--- src/rtl/uart_tick_gen.sv ---
// Baud/sample tick generator: a wrapping counter with programmable period and start
// phase. It emits end-of-period and mid-period strobes, runs periodic or one-shot,
// and counts wraps.
module uart_tick_gen #(
  parameter int WIDTH = 16,
  parameter int CNT_W = 8
) (
  input  logic             clk,
  input  logic             rstn,
  input  logic             en,
  input  logic             mode,
  input  logic [WIDTH-1:0] period,
  input  logic [WIDTH-1:0] preset,
  input  logic             load,
  output logic             tick,
  output logic             mid,
  output logic             busy,
  output logic             done,
  output logic [CNT_W-1:0] tick_cnt
);

  typedef enum logic [1:0] {
    S_IDLE = 2'd0,
    S_RUN  = 2'd1,
    S_DONE = 2'd2
  } state_t;

  state_t           r_state;
  logic [WIDTH-1:0] r_count;
  logic [WIDTH-1:0] r_period_q;
  logic             r_mode_q;
  logic [CNT_W-1:0] r_tick_cnt;

  logic             w_last;
  logic             w_half;
  logic             w_active;
  logic             w_wrap;
  logic [WIDTH-1:0] w_idle_start;
  logic [WIDTH-1:0] w_load_start;

  // A preset outside the period would never reach the wrap point, so it falls back to 0.
  assign w_idle_start = (preset < period)     ? preset : '0;
  assign w_load_start = (preset < r_period_q) ? preset : '0;

  // r_period_q is never 0 in RUN, so the subtraction cannot underflow there.
  assign w_last   = (r_count == (r_period_q - WIDTH'(1)));
  assign w_half   = (r_count == (r_period_q >> 1));
  assign w_active = (r_state == S_RUN) && en && !load;
  assign w_wrap   = w_active && w_last;

  always_ff @(posedge clk or negedge rstn) begin
    if (!rstn) begin
      r_state    <= S_IDLE;
      r_count    <= '0;
      r_period_q <= '0;
      r_mode_q   <= 1'b0;
      r_tick_cnt <= '0;
    end else begin
      case (r_state)
        S_IDLE: begin
          r_period_q <= period;
          r_mode_q   <= mode;
          r_tick_cnt <= '0;
          r_count    <= w_idle_start;
          if (en && (period != '0)) begin
            r_state <= S_RUN;
          end
        end
        S_RUN: begin
          if (!en) begin
            r_state <= S_IDLE;
          end else if (load) begin
            r_count <= w_load_start;
          end else if (w_last) begin
            // A new period is adopted only at a wrap; a zero request keeps the old one.
            r_count    <= '0;
            r_tick_cnt <= r_tick_cnt + CNT_W'(1);
            if (period != '0) begin
              r_period_q <= period;
            end
            if (r_mode_q) begin
              r_state <= S_DONE;
            end
          end else begin
            r_count <= r_count + WIDTH'(1);
          end
        end
        S_DONE: begin
          r_count <= '0;
          if (!en) begin
            r_state <= S_IDLE;
          end
        end
        default: begin
          r_state <= S_IDLE;
        end
      endcase
    end
  end

  assign tick     = w_wrap;
  assign mid      = w_active && w_half;
  assign busy     = (r_state == S_RUN);
  assign done     = (r_state == S_DONE);
  assign tick_cnt = r_tick_cnt;

endmodule
--- config.mk ---
export PLATFORM = sky130hd
export DESIGN_NAME = uart_tick_gen
export DESIGN_NICKNAME = d
export VERILOG_FILES = /design/src/rtl/uart_tick_gen.sv
export SDC_FILE = /design/constraint.sdc
export NUM_CORES = 1
export LEC_CHECK = 0
export ABC_AREA = 1
export CAP_MARGIN = 25
export CORE_MARGIN = 2
export CORE_UTILIZATION = 53
export CTS_BUF_LIST = sky130_fd_sc_hd__clkbuf_16
export DETAILED_ROUTE_END_ITERATION = 8
export GPL_ROUTABILITY_DRIVEN = 1
export HOLD_SLACK_MARGIN = 0.12
export PLACE_DENSITY = 0.81
export SYNTH_ARGS = -nofsm -noshare
export SYNTH_HDL_FRONTEND = slang
export SYNTH_SLANG_ARGS = --single-unit
export TNS_END_PERCENT = 50
--- constraint.sdc ---
create_clock -name clk -period 2.4 [get_ports clk]
set_clock_uncertainty 0.15 [all_clocks]
set_input_delay 0.24 -clock clk [delete_from_list [all_inputs] [get_ports clk]]
set_output_delay 0.24 -clock clk [all_outputs]
set_load 0.01 [all_outputs]
After elaboration in Yosys (flattened, before gate mapping)
Index checks and enable logic that the tools add are counted.
Widths: inputs -> output; s select.
{"block": "totals", "regBits": 43, "latchBits": 0, "ram_bits": 0, "rom_bits": 0, "out_inout_bits": 12, "n_memories": 0}
{"block": "classes", "addsub": 3, "multipliers": 0, "div": 0, "order_cmp": 2, "eq_ne": 13, "shift": 0, "n_mux": 22, "bitwise": 0, "n_reduce_logical": 14}
{"cell": "$mux 16", "n": 9}
{"cell": "$pmux 16 s3", "n": 1}
{"cell": "$lt 16x16->1", "n": 2}
{"cell": "$pmux 16 s2", "n": 1}
{"cell": "$mux 8", "n": 3}
{"cell": "$add 16x1->16 const B", "n": 1}
{"cell": "$eq 16x15->1", "n": 1}
{"cell": "$eq 16x16->1", "n": 1}
{"cell": "$pmux 8 s2", "n": 1}
{"cell": "$reduce_bool 16->1", "n": 1}
{"cell": "$sub 16x1->16 const B", "n": 1}
{"cell": "$mux 2", "n": 6}
{"cell": "$reduce_and 5->1", "n": 2}
{"cell": "$add 8x1->8 const B", "n": 1}
{"cell": "$ne 2x2->1 const B", "n": 4}
{"cell": "$ne 3x2->1 const B", "n": 2}
{"cell": "$pmux 2 s3", "n": 1}
{"cell": "$logic_and 1x1->1", "n": 5}
{"cell": "$ne 2x1->1 const B", "n": 2}
{"cell": "$reduce_and 4->1", "n": 1}
{"cell": "$ne 3x3->1 const B", "n": 1}
{"cell": "$reduce_bool 3->1", "n": 1}
{"cell": "$eq 2x1->1 const B", "n": 1}
{"cell": "$eq 2x2->1 const B", "n": 1}
{"cell": "4 further kinds", "n": 4}

Logic depth before layout (Yosys ltp)
{"block": "depth", "ltp_word": 6, "depth_mapped": 19, "depth_no_buf": 17}

Worst setup path before layout
No wires, ideal clock.
{"block": "synth_path", "path_kind": "reg2reg", "start": "register r_period_q[0]", "end": "register r_period_q[10]", "arrival_time_ps": 2028, "required_time_ps": 2133, "setup_slack_ps": 105, "stages_incl_launch_ff": 17, "period_less_slack_ps": 2295, "cell_sequence": "dfrtp_1 inv_1 ha_1 nand3_4 nor2_4 nand2_1 nand2_1 nand2_1 inv_2 nand4_1 nor2_2 nand2_2 nor2_4 o21ai_4 buf_2 nand3_1 nand2_1"}
{"block": "synth_between", "elab_chain_cells": 4}
{"element": "start: declaration", "line_no": "30", "source": "logic [WIDTH-1:0] r_period_q;"}
{"element": "start signal: assignment", "line_no": "61", "source": "r_period_q <= period;"}
{"element": "start signal: assignment", "line_no": "79", "source": "r_period_q <= period;"}
{"element": "$sub 16x1->16", "line_no": "46", "source": "assign w_last = (r_count == (r_period_q - WIDTH'(1)));"}
{"element": "$eq 16x16->1", "line_no": "46"}
{"element": "$ne 2x1->1 (no source line)"}
{"element": "$reduce_and 5->1 (no source line)"}
Every way passes these cells.
A chain may end at the register's enable or synchronous reset.

Worst setup path in the final report
{"block": "layout_path", "start": "register r_period_q[0]", "end": "register r_period_q[8]"}
Same word-level chain as after synthesis.

==> flow_summary.rst <==
.. list-table::
   :header-rows: 1

   * - Metric
     - Value
   * - Final total power
     - 8.43 mW
   * - Site Rows
     - 34
   * - Setup total negative slack
     - -1.96 ns
   * - P per Cell Area
     - 1260 nW/µm²
   * - Sequential group share of total power
     - 0.162
   * - Number of clock buffers inserted by TritonCTS
     - 5
   * - GRT Total Usage
     - 0.334
   * - Part of the Yosys area used for sequential elements
     - 0.229
   * - Most common cell on crit path
     - sky130_fd_sc_hd__nand2_2
   * - Static leakage
     - 3.60 nW
   * - First-pass iteration count of the detailed router
     - 6
   * - CTS tree
     - done
   * - Filler instances
     - 641
   * - Nets in the synthesized netlist
     - 828
   * - Pint
     - 4.13 mW
   * - Bufs and invs on worst path
     - 4
   * - Via total after detailed routing
     - 5692
   * - Number of storage elements in the synthesis netlist
     - 43
   * - Num ports
     - 49
   * - Post-Place Cell Area
     - 6160 µm²
   * - Number of port buffers
     - 48
   * - Final cycle utilization of the critical path
     - 1.05
   * - Placement Setup Slack
     - -0.412 ns
   * - Startpoint type of the worst setup path
     - flop
   * - Async S/R FF share, synth
     - 1.00
   * - Utilization after layout
     - 0.771
   * - Area of the die
     - 9650 µm²
   * - Floorplan Core Area
     - 8680 µm²
   * - Number of nets in the layout
     - 1005
   * - Clk pwr share
     - 0.082
   * - Final slew viol count
     - 0
   * - Layout cell share with drive strength beyond 1
     - 0.265
   * - Synthesis-to-finish area growth
     - 42.3%
   * - Post-DR wirelength/cell
     - 15.4 µm
   * - Synth warn
     - 0
   * - Cell area after layout
     - 6700 µm²
   * - Syn_area_per_cell
     - 6.24 µm²
   * - Initial Util
     - 0.542
   * - Vert. Die Dim
     - 98.2 µm
   * - Number of instances in the synthesized netlist
     - 754
   * - Maximum number of pins on one net before global-route repair
     - 32
   * - Final Non-Filler Cells
     - 1040
   * - Final setup margin
     - -0.120 ns
   * - ANT cells
     - 0
   * - Number of remaining DRC errors
     - 0
   * - Detailed router's first-iteration violation count
     - 677
   * - CP endpoint kind
     - flop
   * - Count of final setup violators
     - 31
   * - Register-to-register setup slack
     - -0.12 ns
   * - Worst hold path class
     - input port to asynchronous set/reset pin
   * - Outcome
     - complete, but fails checks
   * - Number of max-cap violations
     - 0
   * - Primary flip-flop cell chosen by synthesis mapping
     - sky130_fd_sc_hd__dfrtp_1
   * - Post-route worst hold slack
     - 0.250 ns
   * - Clock period minus final worst setup slack
     - 2.52 ns
   * - Post-Syn Area
     - 4710 µm²
   * - CP Class
     - flop to flop
   * - Required time at the worst-slack endpoint
     - 2.42 ns
   * - Slowest library cell on the worst path
     - sky130_fd_sc_hd__dfrtp_1
   * - Total routed wirelength
     - 16000 µm
   * - Antenna-violating nets left
     - 0
   * - Worst EP arrival
     - 2.54 ns
   * - RSZ-0062 raised after global routing
     - true
   * - Horiz. Die Dim
     - 98.2 µm
   * - Clock Sink Count
     - 43
   * - Clk slew on worst S/H paths
     - 0.07 ns
   * - CP max FO
     - 16
   * - Root Driver
     - sky130_fd_sc_hd__clkbuf_16
   * - Number of different library cells in the post-synthesis netlist
     - 39
   * - Logic gate share of total power
     - 0.756
   * - Violated checks
     - setup timing
   * - Worst-skew pair later-pin latency
     - 0.29 ns
   * - Avg Vias per Cell
     - 5.47
   * - Total half-perimeter wirelength after legalization and detailed placement
     - 12600 µm
   * - Top cell family by delay on the critical path
     - simple AND/OR/NAND/NOR gates
   * - Number of hold violations in the final report
     - 0
   * - CP Cell Sequence
     - inv_2 > ha_4 > nand3_4 > nor2_4 > nand2_2 > buf_4 > buf_4 > buf_4 > nand2_2 > nand2_2 > nand2_1 > nor2_2 > nand2_2 > nor2_4 > o21ai_4 > nand2_8 > nand2_2 > nand2_1
   * - Highest achievable clock rate
     - 397 MHz
   * - Slew at the pin closest to its max-slew limit
     - 0.507 ns
   * - Number of global-route vias before repair
     - 5479
   * - Antenna violations before repair
     - 0
   * - Total global routing overflow
     - 0
   * - CTS H-Tree Depth
     - 2
   * - Worst IR drop on VDD
     - 0.804 mV
   * - Proportion of total power due to net switching
     - 0.509
   * - Wire length of the first global-routing pass
     - 26200 µm
   * - Net switching power
     - 4.29 mW
   * - CP peak stage delay
     - 0.39 ns
   * - Routability Congestion
     - 1.00
   * - Worst max-slew margin expressed relative to the limit
     - 0.661
   * - Cell count after placement
     - 1016
   * - Number of enable flip-flop cells after synthesis
     - 0
   * - Maximum root-to-sink buffer count
     - 2
state kept, by name, indices dropped and copies added, names as in the netlist:
register / flops
r_count: 16
r_mode_q: 1
r_period_q: 16
r_state: 2
tick_cnt: 8
power by group through the flow:
stage	Clock, mW	Sequential (mW)	Combinational, mW
after global placement	0	1.34	5.45
after detailed placement	0	1.35	5.60
after global routing	0.727	1.39	6.98
final	0.692	1.37	6.37
after floorplan	0	1.30	3.35
after CTS	0.698	1.34	5.88
final cells by class:
class                      instances  area (µm²)  share of cell area
clock buffer                       5         125              0.0187
multi-input combinational        583        3320               0.496
sequential                        43        1080               0.161
timing repair buffer             194        1610               0.240
clock inverter                     3        23.8             0.00355
tap                              108         135              0.0202
timing repair inverter             1        7.51             0.00112
inverter                         103         395              0.0591
cells in the final DEF, fill, tap and decap left out, types with 2 or more instances in the layout:
cell type	count
sky130_fd_sc_hd__nand2_1	245
sky130_fd_sc_hd__buf_4	137
sky130_fd_sc_hd__inv_1	91
sky130_fd_sc_hd__nand3_1	59
sky130_fd_sc_hd__clkdlybuf4s50_1	45
sky130_fd_sc_hd__nor2_1	42
sky130_fd_sc_hd__dfrtp_1	41
sky130_fd_sc_hd__ha_1	35
sky130_fd_sc_hd__nand4_1	33
sky130_fd_sc_hd__nand2_2	27
sky130_fd_sc_hd__xor2_1	21
sky130_fd_sc_hd__a21oi_1	20
sky130_fd_sc_hd__nor2_2	18
sky130_fd_sc_hd__o21ai_0	11
sky130_fd_sc_hd__xnor2_1	9
sky130_fd_sc_hd__buf_6	9
sky130_fd_sc_hd__inv_2	8
sky130_fd_sc_hd__nor2_4	8
sky130_fd_sc_hd__nand3_2	6
sky130_fd_sc_hd__o21ai_1	6
sky130_fd_sc_hd__nor4_1	6
sky130_fd_sc_hd__clkbuf_16	5
sky130_fd_sc_hd__o22ai_1	4
sky130_fd_sc_hd__clkinvlp_4	4
sky130_fd_sc_hd__a221oi_1	3
sky130_fd_sc_hd__nor3_1	3
sky130_fd_sc_hd__a21oi_2	3
sky130_fd_sc_hd__nand3_4	2
sky130_fd_sc_hd__nand2_4	2
sky130_fd_sc_hd__nand3b_1	2
sky130_fd_sc_hd__inv_4	2
sky130_fd_sc_hd__nor3_2	2
sky130_fd_sc_hd__nand2_8	2
sky130_fd_sc_hd__dfrtp_2	2
final timing paths:
kind,start,end,cells past startpoint
min in group clk,tick_cnt[7]$_DFFE_PN0P_,tick_cnt[7]$_DFFE_PN0P_,2
hold reg to reg,tick_cnt[7]$_DFFE_PN0P_,tick_cnt[7]$_DFFE_PN0P_,2
hold / removal,rstn,tick_cnt[2]$_DFFE_PN0P_,2
setup / recovery,r_period_q[0]$_DFFE_PN0P_,r_period_q[8]$_DFFE_PN0P_,18
max in group asynchronous,rstn,r_period_q[2]$_DFFE_PN0P_,3
setup reg to reg,r_period_q[0]$_DFFE_PN0P_,r_period_q[8]$_DFFE_PN0P_,18
kinds of logic after synthesis:
kind of cell	after synthesis	share of synthesized area
AND/OR/NAND/NOR	460	0.436
buffers and inverters	128	0.112
AO/OA/AOI/OAI	55	0.0678
flip-flops	43	0.229
adder cells (fa/ha/maj)	37	0.0984
XOR/XNOR	31	0.0577
Yosys cell counts, drive strengths merged, types with 2 or more instances:
library cell,number,area share
nor3,6,0.0074
a221oi,3,0.0056
o21ai,19,0.023
dfrtp,43,0.23
nand3b,2,0.0032
nor2,68,0.065
ha,37,0.098
nor4,6,0.0080
nand4,33,0.044
xor2,22,0.041
nand3,67,0.074
nand2,276,0.23
xnor2,9,0.017
a21oi,23,0.024
o22ai,4,0.0053
inv,102,0.081
buf,13,0.020
clkbuf,12,0.0098
worst register-to-register path, cell delays in order (launching register included):
cell	delay, ns
sky130_fd_sc_hd__dfrtp_1	0.39
sky130_fd_sc_hd__inv_2	0.08
sky130_fd_sc_hd__ha_4	0.17
sky130_fd_sc_hd__nand3_4	0.12
sky130_fd_sc_hd__nor2_4	0.17
sky130_fd_sc_hd__nand2_2	0.08
sky130_fd_sc_hd__buf_4	0.13
sky130_fd_sc_hd__buf_4	0.12
sky130_fd_sc_hd__buf_4	0.12
sky130_fd_sc_hd__nand2_2	0.05
sky130_fd_sc_hd__nand2_2	0.05
sky130_fd_sc_hd__nand2_1	0.08
sky130_fd_sc_hd__nor2_2	0.05
sky130_fd_sc_hd__nand2_2	0.13
sky130_fd_sc_hd__nor2_4	0.05
sky130_fd_sc_hd__o21ai_4	0.11
sky130_fd_sc_hd__nand2_8	0.18
sky130_fd_sc_hd__nand2_2	0.13
sky130_fd_sc_hd__nand2_1	0.05
routing by layer:
layer	wire, µm	vias up	global-route usage	share of wire
met4	454	0	0.111	0.028
li1	-	2765	-	-
met5	0	-	0	0
met2	7670	273	0.571	0.48
met1	6700	2608	0.441	0.42
met3	1200	46	0.0365	0.075
repair_timing:
item / in CTS / in global routing
pin swaps: 16 / 11
setup endpoints to repair: 42 / 44
cloned: 0 / 1
hold buffers: 1 / 0
gates resized for setup: 41 / 50
buffers inserted: 10 / 4
endpoints found under the hold margin: 12 / 0
No activity file was read; power rests on OpenSTA's default activity.
